File: src/rtl/fifo_arb_pkg.sv
// Shared types and helpers for the FIFO write-side arbiter.
// Used by the round-robin picker and the arbiter top level.
package fifo_arb_pkg;

   typedef enum logic {
      ARB_IDLE,
      ARB_BURST
   } arb_state_t;

   // Index width, never below one bit so ports stay legal.
   function automatic int idx_w(input int n);
      return (n > 1) ? $clog2(n) : 1;
   endfunction

   localparam int DEF_NUM_REQ   = 4;
   localparam int DEF_DATA_W    = 8;
   localparam int DEF_MAX_BURST = 4;
   localparam int DEF_IDX_W     = idx_w(DEF_NUM_REQ);

endpackage

File: src/rtl/fifo_wr_arbiter_rr_picker.sv
// Combinational round-robin picker: first set request at or after
// start, wrapping modulo NUM_REQ.
module rr_picker
   import fifo_arb_pkg::*;
#(
   parameter int NUM_REQ = DEF_NUM_REQ,
   localparam int IW     = idx_w(NUM_REQ)
) (
   input  logic [NUM_REQ-1:0] req,
   input  logic [IW-1:0]      start,
   output logic               any,
   output logic [IW-1:0]      idx
);

   logic [IW:0] pos;

   always_comb begin
      any = 1'b0;
      idx = '0;
      pos = '0;
      for (int k = 0; k < NUM_REQ; k++) begin
         pos = {1'b0, start} + (IW+1)'(k);
         if (pos >= (IW+1)'(NUM_REQ)) begin
            pos = pos - (IW+1)'(NUM_REQ);
         end
         if (!any && req[pos[IW-1:0]]) begin
            any = 1'b1;
            idx = pos[IW-1:0];
         end
      end
   end

endmodule

File: src/rtl/fifo_wr_arbiter.sv
// Round-robin arbiter sharing one FIFO write port between NUM_REQ
// producers, granting bursts of up to MAX_BURST beats.
module fifo_wr_arbiter
   import fifo_arb_pkg::*;
#(
   parameter int NUM_REQ   = DEF_NUM_REQ,
   parameter int DATA_W    = DEF_DATA_W,
   parameter int MAX_BURST = DEF_MAX_BURST,
   localparam int IW       = idx_w(NUM_REQ),
   localparam int BW       = $clog2(MAX_BURST + 1)
) (
   input  logic                      clk,
   input  logic                      rst,
   input  logic [NUM_REQ-1:0]        req_valid,
   input  logic [NUM_REQ*DATA_W-1:0] req_data,
   output logic [NUM_REQ-1:0]        req_ready,
   input  logic                      fifo_full,
   output logic                      fifo_wr,
   output logic [DATA_W-1:0]         fifo_data,
   output logic [IW-1:0]             grant_id,
   output logic                      busy
);

   localparam logic [BW-1:0] LAST_BEAT = BW'(MAX_BURST - 1);
   localparam logic [IW-1:0] LAST_IDX  = IW'(NUM_REQ - 1);

   arb_state_t    state_q, state_d;
   logic [IW-1:0] owner_q, owner_d;
   logic [IW-1:0] rr_ptr_q, rr_ptr_d;
   logic [BW-1:0] beat_cnt_q, beat_cnt_d;

   logic          pick_any;
   logic [IW-1:0] pick_idx;
   logic [IW-1:0] owner_nxt;
   logic          own_valid;

   rr_picker #(
      .NUM_REQ (NUM_REQ)
   ) u_pick (
      .req   (req_valid),
      .start (rr_ptr_q),
      .any   (pick_any),
      .idx   (pick_idx)
   );

   assign own_valid = req_valid[owner_q];
   assign owner_nxt = (owner_q == LAST_IDX) ? '0 : owner_q + 1'b1;
   assign grant_id  = owner_q;
   assign busy      = (state_q == ARB_BURST);

   // Outputs depend on registered state plus valid/full only;
   // req_data reaches fifo_data alone.
   always_comb begin
      req_ready = '0;
      fifo_wr   = 1'b0;
      fifo_data = '0;
      if (state_q == ARB_BURST) begin
         req_ready[owner_q] = !fifo_full;
         fifo_wr            = own_valid && !fifo_full;
         fifo_data          = req_data[owner_q*DATA_W +: DATA_W];
      end
   end

   always_comb begin
      state_d    = state_q;
      owner_d    = owner_q;
      rr_ptr_d   = rr_ptr_q;
      beat_cnt_d = beat_cnt_q;
      unique case (state_q)
         ARB_IDLE: begin
            if (pick_any) begin
               owner_d    = pick_idx;
               beat_cnt_d = '0;
               state_d    = ARB_BURST;
            end
         end
         ARB_BURST: begin
            if (fifo_wr) begin
               beat_cnt_d = beat_cnt_q + 1'b1;
            end
            if (!own_valid || (fifo_wr && beat_cnt_q == LAST_BEAT)) begin
               state_d  = ARB_IDLE;
               rr_ptr_d = owner_nxt;
            end
         end
      endcase
   end

   always_ff @(posedge clk) begin
      if (!rst) begin
         state_q    <= ARB_IDLE;
         owner_q    <= '0;
         rr_ptr_q   <= '0;
         beat_cnt_q <= '0;
      end else begin
         state_q    <= state_d;
         owner_q    <= owner_d;
         rr_ptr_q   <= rr_ptr_d;
         beat_cnt_q <= beat_cnt_d;
      end
   end

endmodule

File: config.mk
export PLATFORM = sky130hd
export DESIGN_NAME = fifo_wr_arbiter
export DESIGN_NICKNAME = d
export VERILOG_FILES = /design/src/rtl/fifo_arb_pkg.sv /design/src/rtl/fifo_wr_arbiter_rr_picker.sv /design/src/rtl/fifo_wr_arbiter.sv
export SDC_FILE = /design/constraint.sdc
export NUM_CORES = 1
export LEC_CHECK = 0
export ABC_CLOCK_PERIOD_IN_PS = 2000
export BUFFER_PORTS_ARGS = -buffer_cell sky130_fd_sc_hd__buf_2
export CAP_MARGIN = 10
export CORE_MARGIN = 2
export CORE_UTILIZATION = 42
export CTS_CLUSTER_DIAMETER = 60
export DETAILED_ROUTE_END_ITERATION = 10
export GPL_TIMING_DRIVEN = 0
export PLACE_DENSITY = 0.86
export REMOVE_ABC_BUFFERS = 1
export SYNTH_ARGS = -nofsm -noshare
export SYNTH_HDL_FRONTEND = slang
export SYNTH_SLANG_ARGS = --single-unit
File: constraint.sdc
create_clock -name clk -period 2 [get_ports clk]
set_input_delay 0.1 -clock clk [delete_from_list [all_inputs] [get_ports clk]]
set_output_delay 0.1 -clock clk [all_outputs]
set_load 0.02 [all_outputs]
Word level (Yosys, flattened, before mapping)
Cells that the tools add are included.
{ "word_totals": {"ff_bits": 8, "inputBits": 39, "out_inout_bits": 16} }
{ "op_classes": {"add_sub_neg": 9, "magnitude_cmp": 10, "eq_ne": 4, "n_shift": 1, "mux": 34, "n_bitwise": 2, "n_reduce_logical": 15} }
{ "op_table": {"columns": ["cell", "count"], "rows": [
  ["$shiftx A32 B6 Y8", 1],
  ["$mux W2", 9],
  ["$lt A2 B3 Y1 const B", 5],
  ["$mux W1", 13],
  ["$bmux W1 S2", 5],
  ["$ge A3 B3 Y1 const B", 3],
  ["$mux W8", 1],
  ["$sub A2 B1 Y2 const B", 4],
  ["$add A2 B2 Y3 const B", 2],
  ["$logic_and A1 B1 Y1", 6],
  ["$mux W3", 2],
  ["$pmux W3 S2", 1],
  ["$reduce_and A2 Y1", 3],
  ["$logic_not A1 Y1", 5],
  ["$and A4 B4 Y4", 1],
  ["$mux W4", 1],
  ["$ne A2 B2 Y1 const B", 2],
  ["$add A2 B1 Y3 const B", 1],
  ["$add A3 B1 Y3 const B", 1],
  ["$eq A3 B2 Y1 const B", 1],
  ["$ge A2 B3 Y1 const B", 1],
  ["$add A2 B1 Y2 const B", 1],
  ["$demux W1 S2", 1],
  ["$eq A2 B2 Y1 const B", 1],
  ["other kinds (4)", 4]
]} }

Longest topological paths before layout
Gate-level depths: netlist of the first run.
{ "depth": {"ltp_word": 16, "depth_mapped": 6, "ltp_nobuf": 6} }

Hierarchy
Synthesis of the first run repeated with hierarchy kept, for this count alone.
{ "hier_totals": {"cells_unflattened": 88, "area_unflattened_um2": 842.1} }
{ "by_module_without_submodules": {"columns": ["mod", "instances", "cells_per_inst", "area_each_um2", "seq_area_each_um2"], "rows": [
  ["fifo_wr_arbiter", 1, 73, 764.5, 160.2],
  ["rr_picker", 1, 15, 77.6, 0.0]
]} }

Worst setup path before layout of the first run
Ideal clock, no wire load.
{ "synth_path": {"kind": "register -> output", "start": "register owner_q[0] (netlist: grant_id[0])", "end": "output fifo_data[0]", "t_arrival_ns": 1.550, "t_required_ns": 1.900, "slack_ns": 0.350, "stages_incl_launch_ff": 5, "n_path_buf": 2, "path_cell_list": "dfxtp_1 -> buf_6 -> buf_4 -> mux4_2 -> and2_1"} }
{ "synth_between": {"elab_chain_cells": 2} }
{ "synth_lines": {"columns": ["element", "line_no", "source"], "rows": [
  ["start: declaration", "fifo_wr_arbiter.sv:28", "logic [IW-1:0] owner_q, owner_d;"],
  ["start signal: assignment", "fifo_wr_arbiter.sv:97", "owner_q <= owner_d;"],
  ["$shiftx A32 B6 Y8", "fifo_wr_arbiter.sv:60", "fifo_data = req_data[owner_q*DATA_W +: DATA_W];"],
  ["$mux W8", "fifo_wr_arbiter.sv:57", "if (state_q == ARB_BURST) begin"],
  ["end: declaration", "fifo_wr_arbiter.sv:19", "output logic [DATA_W-1:0] fifo_data,"]
]} }
No other way between the ends.

Final worst setup path of the first run
{ "layout_path": {"start": "register owner_q[0] (netlist: grant_id[0])", "end": "output fifo_wr"} }
{ "layout_between": {"elab_chain_cells": 4} }
{ "layout_lines": {"columns": ["element", "line_no", "source"], "rows": [
  ["$bmux W1 S2", "fifo_wr_arbiter.sv:46", "assign own_valid = req_valid[owner_q];"],
  ["$mux W1 (not written as such)", "fifo_wr_arbiter.sv:46", null],
  ["$logic_and A1 B1 Y1", "fifo_wr_arbiter.sv:59", "fifo_wr = own_valid && !fifo_full;"],
  ["$mux W1", "fifo_wr_arbiter.sv:57", null],
  ["end: declaration", "fifo_wr_arbiter.sv:18", "output logic fifo_wr,"]
]} }
No other way between the ends. The select of a mux whose other input is x is not followed.

==> metrics.cfg, run 1 <==
[clocking]
htreeDepth = 1
clkLatencyLatePin_ps = 250
cts_tree = built
clk_pin_slew_worst_paths_ps = 50
clock-sinks = 8
cts.path.max_buffers = 2
numCtsBuffers = 3
cts_root_buffer = clkbuf_4

[run_status]
status = finished, final reports clean

[timing]
fin_crit_sh_pct = 93.9
rsz0062_at_grt = false
relSlewSlack_pct = 63.7
post-route-min-period_ps = 1880
fin_tns_setup_ps = 0
tightest_slew_ps = 543
setup_viol = 0
skew_ps = 0.941
hold_viol = 0
report.final.slew_viol_count = 0
fmax_ghz = 0.532

[worst_setup_path]
start_kind = flop
crit_start = grant_id[0]$_SDFFE_PN0P_
crit_fanout = 17
reg2reg_from = grant_id[0]$_SDFFE_PN0P_
crit_arrival_ps = 1780
path_depth = 4
r2r_cells = 4
critPathKind = flop to output pin
r2r_slack_ps = 340
critPathMaxStageDelay_ps = 610
cp-endpoint = fifo_wr
crit_slowest_cell = dfxtp_2
r2r-end = beat_cnt_q[2]$_SDFFE_PN0P_
cp.required_ps = 1900
crit_chain = mux4_2 > nand2_4 > inv_1 > buf_2
crit_family = flip-flops
critPathCaptureType = output pin
crit_buf_inv = 2

[die]
core_area_sq_um = 1960
die_x_um = 49.6
floorplan.initialDensity_pct = 44.6
die_y_um = 49.6
io_pins = 55
dieArea_sq_um = 2460
num_rows = 16

[cells_and_area]
diodes = 0
post-route-util_pct = 59.2
seq_area_sq_um = 161
n_fill_cell = 184
layout-drive-gt1-share_pct = 48.3
area_delta_synth_final_pct = 32.9
final_nets = 190
multi_input_area_sq_um = 656

[power]
p_leak_uw = 0.000569
p_per_area_nw_per_um2 = 509
vdd_ir_drop_max_mv = 0.373

[yosys]
avgSynthCellArea_sq_um = 9.40
ys_seq_elements = 8
synth-async-reset-ratio_pct = 0
synth_cells = 93
synth-edff-count = 0
synth_common_cells = and2_1, dfxtp_1, mux4_2, nand2_1, ha_1
yosysTopAreaCell = mux4_2
yosysWarnings = 0
synth_top_area_share_pct = 20.6
synth_area_sq_um = 875
ys_types = 31
synth.most_common_cell = and2_1
ys.flop_type = dfxtp_1
yosysSeqAreaShare_pct = 18.3
ys_top_cells_by_area = mux4_2, dfxtp_1, and2_1

[grt]
overflow = 0
grtUsageTotal_pct = 18.6
antenna_found_initial = 0
grt_pass1_vias = 909
grt_start_max_net_pins = 18
grt_pass1_wl_mm = 3.64

[detailed_routing]
first_iter_violations = 10
ant_nets = 0
wire_per_inst_um = 12.9
num_vias = 900
firstDrtPassIters = 4
drc = 0
routed_wl_mm = 2.19
vias_per_cell = 5.29

[place]
hpwl_mm = 1.77
io_buffer_count = 54
place_congestion = 0.727

[job]
maxCapViolCount = 0

[worst_hold_path]
hold_class = input pin to flop

## worst register-to-register path, delay by kind of cell, from the launching register on
kind | cells | cell delay (ps)
muxes | 1 | 610
DFF | 1 | 610
and+or+nand+nor | 2 | 160
AOI/OAI and AO/OA | 1 | 170
## cell type report
| type | instances | share of cell area (%) |
|---|---|---|
| clock buffer | 3 | 1.94 |
| multi-input combinational | 73 | 56.4 |
| inverter | 5 | 1.61 |
| tap | 27 | 2.91 |
| sequential | 8 | 13.9 |
| timing repair buffer | 54 | 23.3 |
## what timing repair did
| item | CTS | global route |
|---|---|---|
| setup buffers | 0 | 0 |
| hold buffers | 0 | 0 |
| gates resized for setup | 1 | 0 |
| setup endpoints to repair | 9 | 0 |
| endpoints found under the hold margin | 0 | 0 |
## worst min path at each step
stage / start / endpoint / slack (ps) / cells after the start
6_report: rst / beat_cnt_q[2]$_SDFFE_PN0P_ / 190 / 2
3_3_place_gp: rst / beat_cnt_q[2]$_SDFFE_PN0P_ / 440 / 2
3_5_place_dp: rst / beat_cnt_q[2]$_SDFFE_PN0P_ / 450 / 2
5_1_grt: rst / beat_cnt_q[2]$_SDFFE_PN0P_ / 200 / 2
2_1_floorplan: rst / beat_cnt_q[2]$_SDFFE_PN0P_ / 220 / 1
4_1_cts: rst / beat_cnt_q[2]$_SDFFE_PN0P_ / 180 / 2
## stage by stage
stage	total power (uW)	setup slack (ps)	instance area [sq um]	hold slack [ps]	cells
finish	591	122	1160	188	170
global placement	464	58.0	1140	443	167
detailed placement	474	28.6	1140	450	167
CTS	596	94.6	1160	182	170
floorplan	375	87.9	835	217	86
global route	632	3.36	1160	205	170
## cells by family after synthesis
logic type      share of synthesized area (%)
flops                                    18.3
simple gates                             26.6
buf+inv                                  6.72
mux                                      29.3
fa+ha+maj                                8.58
compound gates                           10.4
## registers in the layout, indices dropped and copies added, names as in the netlist
signal,cells
beat_cnt_q,3
rr_ptr_q,2
grant_id,2
busy,1
## power breakdown
group / internal, uW / switching (uW) / total (uW)
logic: 137 / 118 / 255
registers: 173 / 42.2 / 215
clock network: 68.5 / 52.4 / 121
total: 379 / 213 / 591
## layout by cell type, fill, tap and decap left out, types with 3 or more instances in the layout
master / count
buf_2: 54
and2_1: 12
mux4_2: 8
nand2_1: 7
dfxtp_1: 7
ha_1: 6
inv_1: 5
mux2i_1: 5
nor2_1: 4
o21ai_0: 4
nand2b_1: 4
a21oi_1: 3
clkbuf_4: 3
## metal layers
metal	vias up	share of wire (%)	track usage [%]	wire length, um
met5	-	0	0	0
met3	2	13	9.70	292
met4	0	0.50	4.63	11
met2	48	52	35.3	1130
met1	408	34	17.2	750
li1	442	-	-	-
Note: power is estimated with default switching activity, not from simulation.
==> run 2: changes to the inputs <==
--- a/config.mk
+++ b/config.mk
@@ -5,15 +5,16 @@
 export SDC_FILE = /design/constraint.sdc
 export NUM_CORES = 1
 export LEC_CHECK = 0
-export ABC_CLOCK_PERIOD_IN_PS = 2000
+export ABC_CLOCK_PERIOD_IN_PS = 1600
 export BUFFER_PORTS_ARGS = -buffer_cell sky130_fd_sc_hd__buf_2
 export CAP_MARGIN = 10
+export CORE_ASPECT_RATIO = 0.6
 export CORE_MARGIN = 2
-export CORE_UTILIZATION = 42
+export CORE_UTILIZATION = 38
 export CTS_CLUSTER_DIAMETER = 60
 export DETAILED_ROUTE_END_ITERATION = 10
 export GPL_TIMING_DRIVEN = 0
-export PLACE_DENSITY = 0.86
+export PLACE_DENSITY = 0.82
 export REMOVE_ABC_BUFFERS = 1
 export SYNTH_ARGS = -nofsm -noshare
 export SYNTH_HDL_FRONTEND = slang
==> constraint.sdc (replaced) <==
create_clock -name clk -period 1.6 [get_ports clk]
set_input_delay 0.08 -clock clk [delete_from_list [all_inputs] [get_ports clk]]
set_output_delay 0.08 -clock clk [all_outputs]
set_load 0.02 [all_outputs]
==> run 2 against run 1 <==
Against the previous run:
- sequential share of layout area shrank 1.9 points
- wire length is 26% higher
- clock power up 98%
- combinational power grew 82%
- worst hold slack gained 32 ps
- clock-buffer cell count is the same
- register-to-register slack got worse by 360 ps
- flip-flop and latch count did not move
- the flow now finishes with violations (setup timing)
==> metrics.cfg, run 2 (same netlist as run 1, synthesis figures left out) <==
[grt]
grt_start_max_net_pins = 16  ; -2
antenna_found_initial = 0  ; unchanged
grt_pass1_wl_mm = 4.09  ; +13%
overflow = 0  ; unchanged
grt_pass1_vias = 875  ; -3.7%
grtUsageTotal_pct = 21.4  ; +2.7 points

[place]
place_congestion = 0.766  ; +5.3%
hpwl_mm = 1.93  ; +9.0%
place_area_sq_um = 1140  ; +0.33%
io_buffer_count = 54  ; unchanged

[worst_setup_path]
crit_chain = buf_12 > mux4_2 > nand2_4 > buf_4 > buf_4 > nand4_1 > o21ai_1
path_common_cell = buf_4
critPathKind = flop to flop
crit_family = multiplexers
r2r-end = beat_cnt_q[0]$_SDFFE_PN0P_
critPathMaxStageDelay_ps = 540  ; -70 ps
crit_buf_inv = 3  ; +1
critPathCaptureType = flop
reg2reg_from = grant_id[0]$_SDFFE_PN0P_
cp.required_ps = 1740  ; -160 ps
r2r_cells = 7  ; +3
crit_arrival_ps = 1770  ; about the same
path_depth = 7  ; +3
crit_fanout = 5  ; -12
start_kind = flop
crit_slowest_cell = mux4_2
crit_start = grant_id[0]$_SDFFE_PN0P_
cp-endpoint = beat_cnt_q[0]$_SDFFE_PN0P_
r2r_slack_ps = -20  ; -360 ps

[timing]
skew_ps = 5.31  ; +4.37 ps
tightest_slew_ps = 437  ; -106 ps
hold_viol = 0  ; unchanged
report.final.slew_viol_count = 0  ; unchanged
fmax_ghz = 0.616
worst_slack_ps = -24.1  ; -146 ps
rsz0062_at_grt = true
setup_viol = 3  ; +3
post-route-min-period_ps = 1620
fin_crit_sh_pct = 102
relSlewSlack_pct = 70.6  ; +6.8 points

[cells_and_area]
largest-register = beat_cnt_q
mostFrequentLayoutCell = buf_2
area_delta_synth_final_pct = 61.2
post-route-util_pct = 65.2  ; +5.9 points
largest_register_ff_count = 3  ; unchanged
layout_common_cells = buf_2, buf_6, mux4_2
stdcell_area_sq_um = 1410  ; +21%
final_nets = 200  ; +5.3%
layout-drive-gt1-share_pct = 64.1  ; +16 points
diodes = 0  ; unchanged

[run_status]
failed_checks = setup timing
status = complete, but fails checks

[clocking]
clock-sinks = 8  ; unchanged
holdBufCountCts = 0  ; unchanged
clk_pin_slew_worst_paths_ps = 40  ; about the same
cts_root_buffer = clkbuf_8
clkLatencyLatePin_ps = 230  ; -20 ps
htreeDepth = 1  ; unchanged
cts_tree = built
numCtsBuffers = 3  ; unchanged
cts.path.max_buffers = 2  ; unchanged

[detailed_routing]
firstDrtPassIters = 4  ; unchanged
routed_wl_mm = 2.76  ; +26%
wire_per_inst_um = 15.1  ; +17%
ant_nets = 0  ; unchanged
first_iter_violations = 78  ; +68
vias_per_cell = 5.10  ; -3.6%
drc = 0  ; unchanged
num_vias = 934  ; +3.8%

[die]
floorplan.initialDensity_pct = 40.4  ; -4.2 points
num_rows = 13  ; -3
core_area_sq_um = 2160  ; +10%
die_x_um = 65.9  ; +33%
die_y_um = 41.2  ; -17%
io_pins = 55  ; unchanged
dieArea_sq_um = 2710  ; +10%

[power]
p_leak_uw = 0.000652  ; +14%
p_per_area_nw_per_um2 = 686  ; +35%
vdd_ir_drop_max_mv = 0.404  ; +8.5%

[job]
maxCapViolCount = 0  ; unchanged

[worst_hold_path]
hold_class = input pin to flop

## run 2: area by class of cell
class | count | area [sq um]
fill | 189 | 753
multi-input combinational | 73 | 722
timing repair buffer | 64 | 422
sequential | 8 | 169
clock buffer | 3 | 41.3
tap | 30 | 37.5
inverter | 5 | 18.8
## run 2: what timing repair did
item,CTS,global route
resized for setup,8,39
setup endpoints to repair,19,16
buffers inserted,6,4
pin swaps,1,4
hold endpoints to repair,0,0
## run 2: how the worst min path moves through the flow
stage	end	start	slack, ps	cells past startpoint
floorplan	beat_cnt_q[2]$_SDFFE_PN0P_	rst	200	1
global placement	beat_cnt_q[2]$_SDFFE_PN0P_	rst	430	2
detailed placement	beat_cnt_q[2]$_SDFFE_PN0P_	rst	440	2
CTS	beat_cnt_q[2]$_SDFFE_PN0P_	rst	210	2
global route	grant_id[1]$_SDFFE_PN0P_	rst	240	3
finish	beat_cnt_q[2]$_SDFFE_PN0P_	rst	220	2
## run 2: layer usage
layer / up-vias / global-route usage [%] / part of all wire (%)
met5: - / 0 / 0
met4: 0 / 6.63 / 1.7
met3: 6 / 5.22 / 4.3
met2: 21 / 38.9 / 51
met1: 449 / 26.1 / 43
li1: 458 / - / -
## run 2: stage by stage
step | TNS [ps] | setup slack [ps] | hold slack (ps) | std cells | power [uW]
2_1_floorplan | -2730 | -312 | 197 | 86 | 469
3_3_place_gp | -3660 | -347 | 428 | 170 | 582
3_5_place_dp | -4620 | -410 | 442 | 170 | 597
4_1_cts | -116 | -37.8 | 209 | 179 | 884
5_1_grt | -305 | -48.0 | 244 | 183 | 1020
6_report | -56.4 | -24.1 | 219 | 183 | 967
## run 2: power by group
part,internal [uW],total [uW],switching [uW]
combinational,267,464,197
sequential,219,263,44.1
clock,163,240,77.2
total,648,967,319
